### src/rtl/decode_execute_reg.sv
// Decode-to-execute pipeline register with bubble insertion, stall hold and a
// saturating count of inserted bubbles.
module decode_execute_reg #(
   parameter int XLEN = 32,
   parameter int CNTW = 16
) (
   input  logic            clk,
   input  logic            rst,
   input  logic            StallE,
   input  logic            FlushE,
   input  logic            RegWriteD,
   input  logic            MemWriteD,
   input  logic            JumpD,
   input  logic            BranchD,
   input  logic            ALUSrcD,
   input  logic [1:0]      ResultSrcD,
   input  logic [2:0]      ALUControlD,
   input  logic [2:0]      funct3D,
   input  logic [XLEN-1:0] RD1D,
   input  logic [XLEN-1:0] RD2D,
   input  logic [XLEN-1:0] ImmExtD,
   input  logic [XLEN-1:0] PCD,
   input  logic [XLEN-1:0] PCPlus4D,
   input  logic [4:0]      Rs1D,
   input  logic [4:0]      Rs2D,
   input  logic [4:0]      RdD,
   output logic            RegWriteE,
   output logic            MemWriteE,
   output logic            JumpE,
   output logic            BranchE,
   output logic            ALUSrcE,
   output logic [1:0]      ResultSrcE,
   output logic [2:0]      ALUControlE,
   output logic [2:0]      funct3E,
   output logic [XLEN-1:0] RD1E,
   output logic [XLEN-1:0] RD2E,
   output logic [XLEN-1:0] ImmExtE,
   output logic [XLEN-1:0] PCE,
   output logic [XLEN-1:0] PCPlus4E,
   output logic [4:0]      Rs1E,
   output logic [4:0]      Rs2E,
   output logic [4:0]      RdE,
   output logic            ValidE,
   output logic [CNTW-1:0] BubbleCntE
);

   // Counter increment that holds at all-ones instead of wrapping (CNTW >= 2).
   function automatic logic [CNTW-1:0] sat_inc(input logic [CNTW-1:0] v);
      sat_inc = (&v) ? v : v + {{(CNTW-1){1'b0}}, 1'b1};
   endfunction

   logic clear_s;
   logic load_s;

   // Per-edge action: reset and flush both clear, stall holds, otherwise load.
   always_comb begin
      clear_s = 1'b0;
      load_s  = 1'b0;
      if (rst || FlushE) begin
         clear_s = 1'b1;
      end else if (!StallE) begin
         load_s = 1'b1;
      end else begin
         load_s = 1'b0;
      end
   end

   // Stage payload and valid flag; a cleared stage is an inert NOP.
   always_ff @(posedge clk) begin
      if (clear_s) begin
         RegWriteE   <= 1'b0;
         MemWriteE   <= 1'b0;
         JumpE       <= 1'b0;
         BranchE     <= 1'b0;
         ALUSrcE     <= 1'b0;
         ResultSrcE  <= 2'b00;
         ALUControlE <= 3'b000;
         funct3E     <= 3'b000;
         RD1E        <= {XLEN{1'b0}};
         RD2E        <= {XLEN{1'b0}};
         ImmExtE     <= {XLEN{1'b0}};
         PCE         <= {XLEN{1'b0}};
         PCPlus4E    <= {XLEN{1'b0}};
         Rs1E        <= 5'b00000;
         Rs2E        <= 5'b00000;
         RdE         <= 5'b00000;
         ValidE      <= 1'b0;
      end else if (load_s) begin
         RegWriteE   <= RegWriteD;
         MemWriteE   <= MemWriteD;
         JumpE       <= JumpD;
         BranchE     <= BranchD;
         ALUSrcE     <= ALUSrcD;
         ResultSrcE  <= ResultSrcD;
         ALUControlE <= ALUControlD;
         funct3E     <= funct3D;
         RD1E        <= RD1D;
         RD2E        <= RD2D;
         ImmExtE     <= ImmExtD;
         PCE         <= PCD;
         PCPlus4E    <= PCPlus4D;
         Rs1E        <= Rs1D;
         Rs2E        <= Rs2D;
         RdE         <= RdD;
         ValidE      <= 1'b1;
      end
   end

   // Bubble statistics: reset clears without counting, each flush edge counts.
   always_ff @(posedge clk) begin
      if (rst) begin
         BubbleCntE <= {CNTW{1'b0}};
      end else if (FlushE) begin
         BubbleCntE <= sat_inc(BubbleCntE);
      end
   end

endmodule

### config.mk
export PLATFORM = sky130hd
export DESIGN_NAME = decode_execute_reg
export DESIGN_NICKNAME = d
export VERILOG_FILES = /design/src/rtl/decode_execute_reg.sv
export SDC_FILE = /design/constraint.sdc
export NUM_CORES = 1
export LEC_CHECK = 0
export CAP_MARGIN = 20
export CORE_MARGIN = 4
export CORE_UTILIZATION = 34
export CTS_BUF_LIST = sky130_fd_sc_hd__clkbuf_16
export DETAILED_ROUTE_END_ITERATION = 16
export GPL_TIMING_DRIVEN = 0
export PLACE_DENSITY = 0.74
export SYNTH_ARGS = -nofsm -noshare
export SYNTH_HDL_FRONTEND = slang
export SYNTH_SLANG_ARGS = --single-unit
### constraint.sdc
create_clock -name clk -period 3.87 [get_ports clk]
set_input_delay 0.5805 -clock clk [delete_from_list [all_inputs] [get_ports clk]]
set_output_delay 0.5805 -clock clk [all_outputs]
set_load 0.02 [all_outputs]
Word level (Yosys, flattened, before mapping):

Cells that the tools add are included.

* register bits after elaboration: 205
* bits in latches: 0
* memory bits (writable): 0
* bits in read-only memories: 0
* input bits: 192
* output and inout port bits: 205
* memories: 0

* $add $sub $neg: 1
* multipliers: 0
* divide/modulo/power cells: 0
* magnitude comparators: 0
* equal/unequal tests: 0
* shift operators: 0
* multiplexer cells: 3
* bitwise gates (word level): 1
* reductions and logical operators: 3

Operators by type and width (count)
* adder 16 x 1 -> 16 bit (second input constant): 1
* AND reduction 16 bit: 1
* two-way mux 1 bit: 3
* AND reduction 2 bit: 1
* logical OR 1 bit: 1
* NOT 1 bit: 1

Depth between registers and ports, before layout:

Gate-level depths: netlist (run 1).

* depth after elaboration: 3
* mapped depth: 5
* depth with buffers taken out: 5

Least setup slack after synthesis (run 1):

No wires, ideal clock.

* kind: flip-flop to flip-flop
* start point: register BubbleCntE[0]
* end point: register BubbleCntE[9]
* setup time: 0.123 ns
* arrival: 1.713 ns
* data required time: 3.747 ns
* slack: 2.034 ns
* cell stages (with the launch flop): 6
* path buffers: 1
* clock period less this slack: 1.836 ns
* cells stage by stage: dfxtp_1 > ha_1 > and4_1 > clkbuf_1 > a2111oi_1 > mux2_1

* cells in the longest elaborated chain, start to end: 3

RTL lines
* start: declaration: RTL line 44 `output logic [CNTW-1:0] BubbleCntE`
* start signal: assignment: RTL line 112 `BubbleCntE <= {CNTW{1'b0}};`
* start signal: assignment: RTL line 114 `BubbleCntE <= sat_inc(BubbleCntE);`
* branches (longest 3 deep; another with adder 16 x 1 -> 16 bit)

Parallel ways; which one is timed is not known.
A chain may end at the register's enable or synchronous reset.

Worst setup path after layout (run 1):

* start point: input rst
* end point: register RD2E[17]

* cells in the longest elaborated chain, start to end: 2

RTL lines
* start: declaration: RTL line 8 `input logic rst,`
* logical OR 1 bit *: RTL line 59 `if (rst || FlushE) begin`
* two-way mux 1 bit: RTL line 59
* end signal: assignment: RTL line 80 `RD2E <= {XLEN{1'b0}};`
* end: declaration: RTL line 36 `output logic [XLEN-1:0] RD2E,`

Mark *: on every way between the ends. The rest lies on a longest branch, timed or not.

==> results of run 1 <==
==> cell usage in the layout (no fill, tap or decap), drive strengths merged <==
cell / n
a31oi: 2
mux2i: 189
dfxtp: 205
or4: 3
buf: 15
a41oi: 1
a2111oi: 1
nor2: 198
nor3: 4
or2: 1
clkbuf: 53
clkinv: 12
and4: 3
or3: 2
o21ai: 1
nand2: 7
nor2b: 6
mux2: 6
inv: 7
nand4: 3
and2: 2
nand3: 4
a21boi: 1
o31ai: 2
ha: 1
bufinv: 1
a21oi: 8
nor4: 3
o41ai: 1
a41o: 1
o311a: 1
nand2b: 3
a211oi: 4
clkdlybuf4s50: 395
and3: 1
==> final timing paths <==
check	from	to	slack, ns	cells after the start
setup / recovery	rst	RD2E[17]	1.41	6
setup reg to reg	BubbleCntE[0]	BubbleCntE[9]	1.91	5
hold / removal	ValidE	ValidE	0.45	2
hold reg to reg	ValidE	ValidE	0.45	2
==> stage by stage <==
step           std cells  instance area, µm²
2_1_floorplan        712                7428
3_3_place_gp        1382               11730
3_5_place_dp        1382               11730
4_1_cts             1422               12400
5_1_grt             1422               12400
6_report            1422               12400
==> cell families after synthesis <==
kind of cell | count (synthesis) | share of synthesized area
muxes | 195 | 0.2638
adders and majority gates | 1 | 0.001684
buffers and inverters | 48 | 0.02493
AOI/OAI and AO/OA | 23 | 0.02122
and+or+nand+nor | 240 | 0.1359
DFF | 205 | 0.5525
==> registers in the layout, indices dropped and copies added, names as in the netlist <==
| name | count |
|---|---|
| ALUControlE | 3 |
| ALUSrcE | 1 |
| BranchE | 1 |
| BubbleCntE | 16 |
| ImmExtE | 32 |
| JumpE | 1 |
| MemWriteE | 1 |
| PCE | 32 |
| PCPlus4E | 32 |
| RD1E | 32 |
| RD2E | 32 |
| RdE | 5 |
| RegWriteE | 1 |
| ResultSrcE | 2 |
| Rs1E | 5 |
| Rs2E | 5 |
| ValidE | 1 |
| funct3E | 3 |
==> critical path, cell delays in order <==
cell             delay, ns
clkdlybuf4s50_1       0.60
or2_2                 0.16
clkbuf_1              0.37
clkbuf_1              0.48
clkbuf_1              0.51
nor2_1                0.10
==> per-layer routing <==
metal	global-route usage	up-vias	wire (µm)	part of all wire
met4	0.06128	0	789	0.032
met3	0.06436	37	2376	0.097
met2	0.3402	265	12040	0.49
met5	0	-	0	0
li1	-	3248	-	-
met1	0.2143	3012	9222	0.38
==> layout make-up <==
class                      count  area (µm²)
multi-input combinational    459        3139
clock buffer                  23       575.6
fill                        1796        8891
sequential                   205        4104
timing repair buffer         395        3954
clock inverter                17       93.84
tap                          275       344.1
inverter                       3       11.26
buffer                        45       173.9
==> report_power, final <==
group	leakage, nW	internal [mW]	total (mW)	switching (mW)
Combinational	3.04	0.384	0.675	0.290
Sequential	1.67	2.18	2.21	0.0360
Clock	0.345	1.13	1.96	0.825
==> flow_metrics.tcl, run 1 <==
set metrics [dict create \
    status "finished clean" \
    yosys_warnings 0 \
    cp-end-kind "register" \
    grt_remaining_overflow 0 \
    antenna_found_initial 0 \
    slew_headroom 0.4271 \
    synth_commonest_cells "dfxtp_1 (205), nor2_1 (198), mux2i_1 (189), clkbuf_1 (30), buf_1 (11)" \
    die_area_mm2 0.02428 \
    synthFlopType "dfxtp_1" \
    fin_util 0.5823 \
    tightestPinTransition_ns 0.8593 \
    drtIter0Drc 233 \
    fin_tns_setup_ns 0 \
    power_density_mw_per_mm2 391.1 \
    wl_mm 24.43 \
    finalCritPeriodShare 0.6357 \
    clkTransAtPathRegs_ns 0.06 \
    cts_buffers 23 \
    rsz0062_at_grt "no" \
    period_minus_slack_ns 2.460 \
    cts_root_buffer "clkbuf_16" \
    die_w_um 155.8 \
    slew_viol_final 0 \
    critical_path.max_fanout 10 \
    cts_setup_buffers 0 \
    port_buffers 395 \
    synth_top_cell_by_area "dfxtp_1" \
    synthTopCellsByArea "dfxtp_1 (55%), mux2i_1 (25%), nor2_1 (10%)" \
    coreArea_mm2 0.02129 \
    grt_pass1_vias 6638 \
    drtAntennaViolNets 0 \
    io_pins 397 \
    wl_per_cell_um 17.18 \
    setup_ws_ns 1.410 \
    dp_hpwl_mm 19.07 \
    ys_seq_elements 205 \
    clkLatencyLatePin_ns 0.49 \
    track_usage 0.1909 \
    seq_area_frac_synth 0.5525 \
    ctsHoldBuffers 0 \
    vias_per_cell 4.615 \
    cts_tree "yes" \
    clkSinkCount 205 \
    syn_area_per_cell_um2 10.43 \
    grt_pass1_wl_mm 37.07 \
    hold_ws_ns 0.4538 \
    postCtsResizedCells 0 \
    final_nets 1325 \
    synthCells 712 \
    async_reset_ff_frac 0 \
    final-setup-viol-count 0 \
    fin_skew_ns 0.003712 \
    netlist_area_mm2 0.007428 \
    hold_class "reg -> reg" \
    grt_max_degree 13 \
    crit_type "in -> reg" \
    drv_cap 0 \
    place_ws_ns 0.7374 \
    cts_buffer_depth 3 \
    layout-drive-gt1-share 0.03139 \
    area_delta_synth_final_pct 66.87 \
    synth_most_common_cell "dfxtp_1" \
    num_vias 6562 \
    synth_nets 905 \
    fp-row-count 53 \
    initial_core_util 0.3490 \
    p_leak_nw 5.053 \
    fmax_mhz 406.5 \
    total_power_mw 4.848 \
    synth-edff-count 0 \
    ys_types 36 \
    htreeDepth 1 \
    hold_viol 0 \
    drt_pass1_iterations 4 \
    required_ns 4.22 \
    synth_top_area_frac 0.5525 \
    peakVddDrop_mv 0.3049 \
    fp.dieH_um 155.8 \
    cp-start-kind "primary input" \
    diodes 0 \
    place.gp.congestion 0.8059 \
    arrival_ns 2.81 \
    drc 0 \
]
No activity file was read; power rests on OpenSTA's default activity.
==> inputs of run 2 (changes only) <==
==> constraint.sdc (replaced) <==
create_clock -name clk -period 2.55 [get_ports clk]
set_input_delay 0.3825 -clock clk [delete_from_list [all_inputs] [get_ports clk]]
set_output_delay 0.3825 -clock clk [all_outputs]
set_load 0.02 [all_outputs]
==> flow_metrics.tcl, run 2 (synthesized netlist as in run 1, its figures left out) <==
set metrics [dict create \
    status "finished clean" \
    wl_per_cell_um 17.18 \
    period_minus_slack_ns 2.243 \
    drc 0 \
    grt_remaining_overflow 0 \
    drv_cap 0 \
    cts_buffers 23 \
    slowest_delay_ns 0.60 \
    antenna_found_initial 0 \
    cts_buffer_depth 3 \
    port_buffers 395 \
    rsz0062_at_grt "no" \
    rr_startpoint "BubbleCntE[0]" \
    vias_per_cell 4.618 \
    cp-startpoint "rst" \
    cts_root_buffer "clkbuf_16" \
    grt_pass1_wl_mm 37.07 \
    slew_headroom 0.4271 \
    fp.dieH_um 155.8 \
    io_pins 397 \
    die_area_mm2 0.02428 \
    drtAntennaViolNets 0 \
    area_delta_synth_final_pct 66.89 \
    clkSinkCount 205 \
    fin_cells 1422 \
    drtIter0Drc 233 \
    place.gp.congestion 0.8059 \
    grt_max_degree 13 \
    cp_common_cell "clkbuf_1" \
    crit_chain "clkdlybuf4s50_1 > or2_2 > clkbuf_1 > clkbuf_1 > clkbuf_1 > nor2_1" \
    cp-end-kind "register" \
    fp-row-count 53 \
    clkLatencyLatePin_ns 0.49 \
    finalCritPeriodShare 0.8795 \
    hold_viol 0 \
    wl_mm 24.43 \
    tightestPinTransition_ns 0.8593 \
    drt_pass1_iterations 4 \
    nFillCells 1796 \
    grt_pass1_vias 6638 \
    hold_class "reg -> reg" \
    slew_viol_final 0 \
    cts_tree "yes" \
    final-setup-viol-count 0 \
    fin_skew_ns 0.003712 \
    p_leak_nw 5.055 \
    required_ns 2.91 \
    dp_hpwl_mm 19.07 \
    cts_setup_buffers 0 \
    layout-drive-gt1-share 0.03226 \
    clkTransAtPathRegs_ns 0.06 \
    ctsHoldBuffers 0 \
    cpMaxStageDelayCell "clkdlybuf4s50_1" \
    power_density_mw_per_mm2 593.5 \
    coreArea_mm2 0.02129 \
    fin_area_mm2 0.01240 \
    die_w_um 155.8 \
    diodes 0 \
    dpl_cell_area_mm2 0.01173 \
    arrival_ns 2.60 \
    r2r_slack_ns 0.59 \
    final_common_cell "clkdlybuf4s50_1" \
    htreeDepth 1 \
    critical_path.max_fanout 10 \
    postCtsResizedCells 0 \
    cp_num_buf_inv 4 \
    path_delay_family "buffers and inverters" \
    final_nets 1325 \
    cp-start-kind "primary input" \
    initial_core_util 0.3490 \
    dp.cells 1382 \
    track_usage 0.1909 \
    most-common-layout-cells "clkdlybuf4s50_1 (395), dfxtp_1 (205), nor2_1 (198)" \
    crit_type "in -> reg" \
    fmax_mhz 445.9 \
    peakVddDrop_mv 0.4627 \
    worstHoldStart "ValidE" \
    num_vias 6567 \
]
-- run 2: cell counts in the layout (fill, tap and decap cells not counted) --
Identical to the previous run, type by type.
-- run 2: worst min-delay path: stages, from the launching register on --
cell and delay [ns]:
dfxtp_1 0.31, inv_1 0.05, a21oi_1 0.05
-- run 2: metrics by stage --
step                      total power [mW]  setup TNS, ns  hold slack (ns)  setup WS [ns]  utilization
final                                7.357              0           0.4538         0.3072       0.5824
after global routing                 7.687              0           0.4816        0.01070       0.5824
after CTS                            7.477              0           0.4530         0.1586       0.5823
after detailed placement             4.460         -28.32           0.4444        -0.3846       0.5509
after global placement               4.446         -27.41           0.4333        -0.3954       0.5509
after floorplan                      3.871              0           0.5222         0.7140            -
-- run 2: cell type report --
class,count,area [µm²],area share
well taps,275,344.1,0.02776
multi-input cells,459,3139,0.2532
flip-flops and latches,205,4104,0.3310
plain buffers,45,175.2,0.01413
clock inverters,17,93.84,0.007570
inverters,3,11.26,0.0009084
repair buffers,395,3954,0.3189
clock buffers,23,575.6,0.04643
-- run 2: report_power, final --
group / leakage (nW) / internal (mW) / switching [mW] / total (mW)
combinational: 3.04 / 0.583 / 0.440 / 1.02
clock: 0.345 / 1.72 / 1.25 / 2.97
sequential: 1.67 / 3.31 / 0.0546 / 3.36
-- run 2: worst paths after layout --
| check | endpoint | cells after the start |
|---|---|---|
| min | ValidE | 2 |
| max reg2reg | BubbleCntE[9] | 5 |
| min reg2reg | ValidE | 2 |
| max | RD2E[4] | 6 |
-- run 2: layer usage --
layer	routed length, µm	up-vias	track usage
met1	9206	3015	0.2143
met3	2387	37	0.06436
met5	0	-	0
met4	789	0	0.06128
li1	-	3248	-
met2	12040	267	0.3402
==> inputs of run 3 (changes only) <==
--- a/config.mk
+++ b/config.mk
@@ -11,7 +11,7 @@
 export CTS_BUF_LIST = sky130_fd_sc_hd__clkbuf_16
 export DETAILED_ROUTE_END_ITERATION = 16
 export GPL_TIMING_DRIVEN = 0
-export PLACE_DENSITY = 0.74
+export PLACE_DENSITY = 0.68
 export SYNTH_ARGS = -nofsm -noshare
 export SYNTH_HDL_FRONTEND = slang
 export SYNTH_SLANG_ARGS = --single-unit
==> flow_metrics.tcl, run 3 (synthesized netlist as in run 1, its figures left out) <==
set metrics [dict create \
    status "finished clean" \
    seq_power_share 0.438 \
    most-common-layout-cells "clkdlybuf4s50_1 (395), dfxtp_1 (205), nor2_1 (198)" \
    cts_root_buffer "clkbuf_16" \
    multi_input_area_mm2 0.003139 \
    drc 0 \
    dpl_cell_area_mm2 0.01173 \
    total_power_mw 7.675 \
    power.internal_mw 5.855 \
    fin_skew_ns 0.008071 \
    p_clk_frac 0.428 \
    dp_hpwl_mm 19.87 \
    grt_max_degree 14 \
    ctsHoldBuffers 0 \
    wl_per_cell_um 17.75 \
    grt_pass1_wl_mm 38.18 \
    drtIter0Drc 216 \
    drt_pass1_iterations 4 \
    place_ws_ns -0.4041 \
    hold_depth 2 \
    vias_per_cell 4.593 \
    hold_class "reg -> reg" \
    final_nets 1326 \
    cts_tree "yes" \
    power_density_mw_per_mm2 614.5 \
    p_sw_frac 0.2372 \
    port_buffers 395 \
    drtAntennaViolNets 0 \
    layout-drive-gt1-share 0.03649 \
    diodes 0 \
    tightestPinTransition_ns 0.8675 \
    rsz0062_at_grt "no" \
    cp-end-kind "register" \
    period_minus_slack_ns 2.300 \
    grt_pass1_vias 6634 \
    clkTransAtPathRegs_ns 0.06 \
    register_area_mm2 0.004104 \
    critical_path.max_fanout 10 \
    cts_buffer_depth 3 \
    grt_remaining_overflow 0 \
    die_w_um 155.8 \
    hold_viol 0 \
    antenna_found_initial 0 \
    num_vias 6549 \
    wl_mm 25.31 \
    reg2reg_depth 5 \
    cts_buffers 24 \
    crit_type "in -> reg" \
    combPwrFrac 0.134 \
    fin_util 0.5867 \
    io_pins 397 \
    area_delta_synth_final_pct 68.13 \
    track_usage 0.1977 \
    fin_area_mm2 0.01249 \
    initial_core_util 0.3490 \
    clkSinkCount 205 \
    p_leak_nw 5.104 \
    slew_viol_final 0 \
    required_ns 2.92 \
    fp.dieH_um 155.8 \
    setup_ws_ns 0.2500 \
    fmax_mhz 434.8 \
    power_switching_mw 1.821 \
    slew_headroom 0.4217 \
    die_area_mm2 0.02428 \
    finalCritPeriodShare 0.9020 \
    coreArea_mm2 0.02129 \
    final-setup-viol-count 0 \
    arrival_ns 2.67 \
    clkLatencyLatePin_ns 0.50 \
    drv_cap 0 \
    htreeDepth 1 \
    place.gp.congestion 0.7768 \
    fin_tns_setup_ns 0 \
    fp-row-count 53 \
    cp-start-kind "primary input" \
    final_common_cell "clkdlybuf4s50_1" \
    nFillCells 1914 \
    peakVddDrop_mv 0.4882 \
]
-- run 3: repair_timing --
action                                  in CTS  in global routing
resized for setup                            0                  2
hold endpoints to repair                     0                  0
endpoints found under the setup margin       0                 10
buffers inserted                             0                  0
-- run 3: final timing paths --
kind | slack (ns) | endpoint | start
setup / recovery | 0.25 | PCE[14] | FlushE
hold / removal | 0.45 | ValidE | ValidE
setup reg to reg | 0.57 | BubbleCntE[9] | BubbleCntE[0]
hold reg to reg | 0.45 | ValidE | ValidE
-- run 3: per-layer routing --
layer  wire [µm]  up-vias  global-route usage
li1            -     3257                   -
met1        9499     2985              0.2196
met2       12680      266              0.3564
met3        2453       41             0.06879
met4         675        0             0.05794
met5           0        -                   0
-- run 3: power groups by stage --
stage                     Clock [mW]  Sequential [mW]  Combinational, mW
after global placement             0             3.43               1.03
after global routing            3.53             3.37               1.10
final                           3.29             3.36               1.03
after CTS                       3.38             3.36               1.04
after floorplan                    0             3.55              0.322
after detailed placement           0             3.43               1.03
-- run 3: per-stage QoR --
stage / hold slack, ns / std cells
after floorplan: 0.5222 / 712
after global placement: 0.4372 / 1382
after detailed placement: 0.4438 / 1382
after CTS: 0.4530 / 1426
after global routing: 0.4730 / 1426
final: 0.4540 / 1426
-- run 3: critical path, cell delays in order --
cell	delay (ns)
clkdlybuf4s50_1	0.61
or2_2	0.16
clkbuf_1	0.42
clkbuf_1	0.50
clkbuf_1	0.49
nor2_1	0.10
-- run 3: cell type report --
class | count | share of cell area
multi-input combinational | 459 | 0.2514
tap | 275 | 0.02755
timing repair buffer | 395 | 0.3166
buffer | 45 | 0.01403
inverter | 3 | 0.0009016
clock buffer | 25 | 0.05009
clock inverter | 19 | 0.01092
sequential | 205 | 0.3286
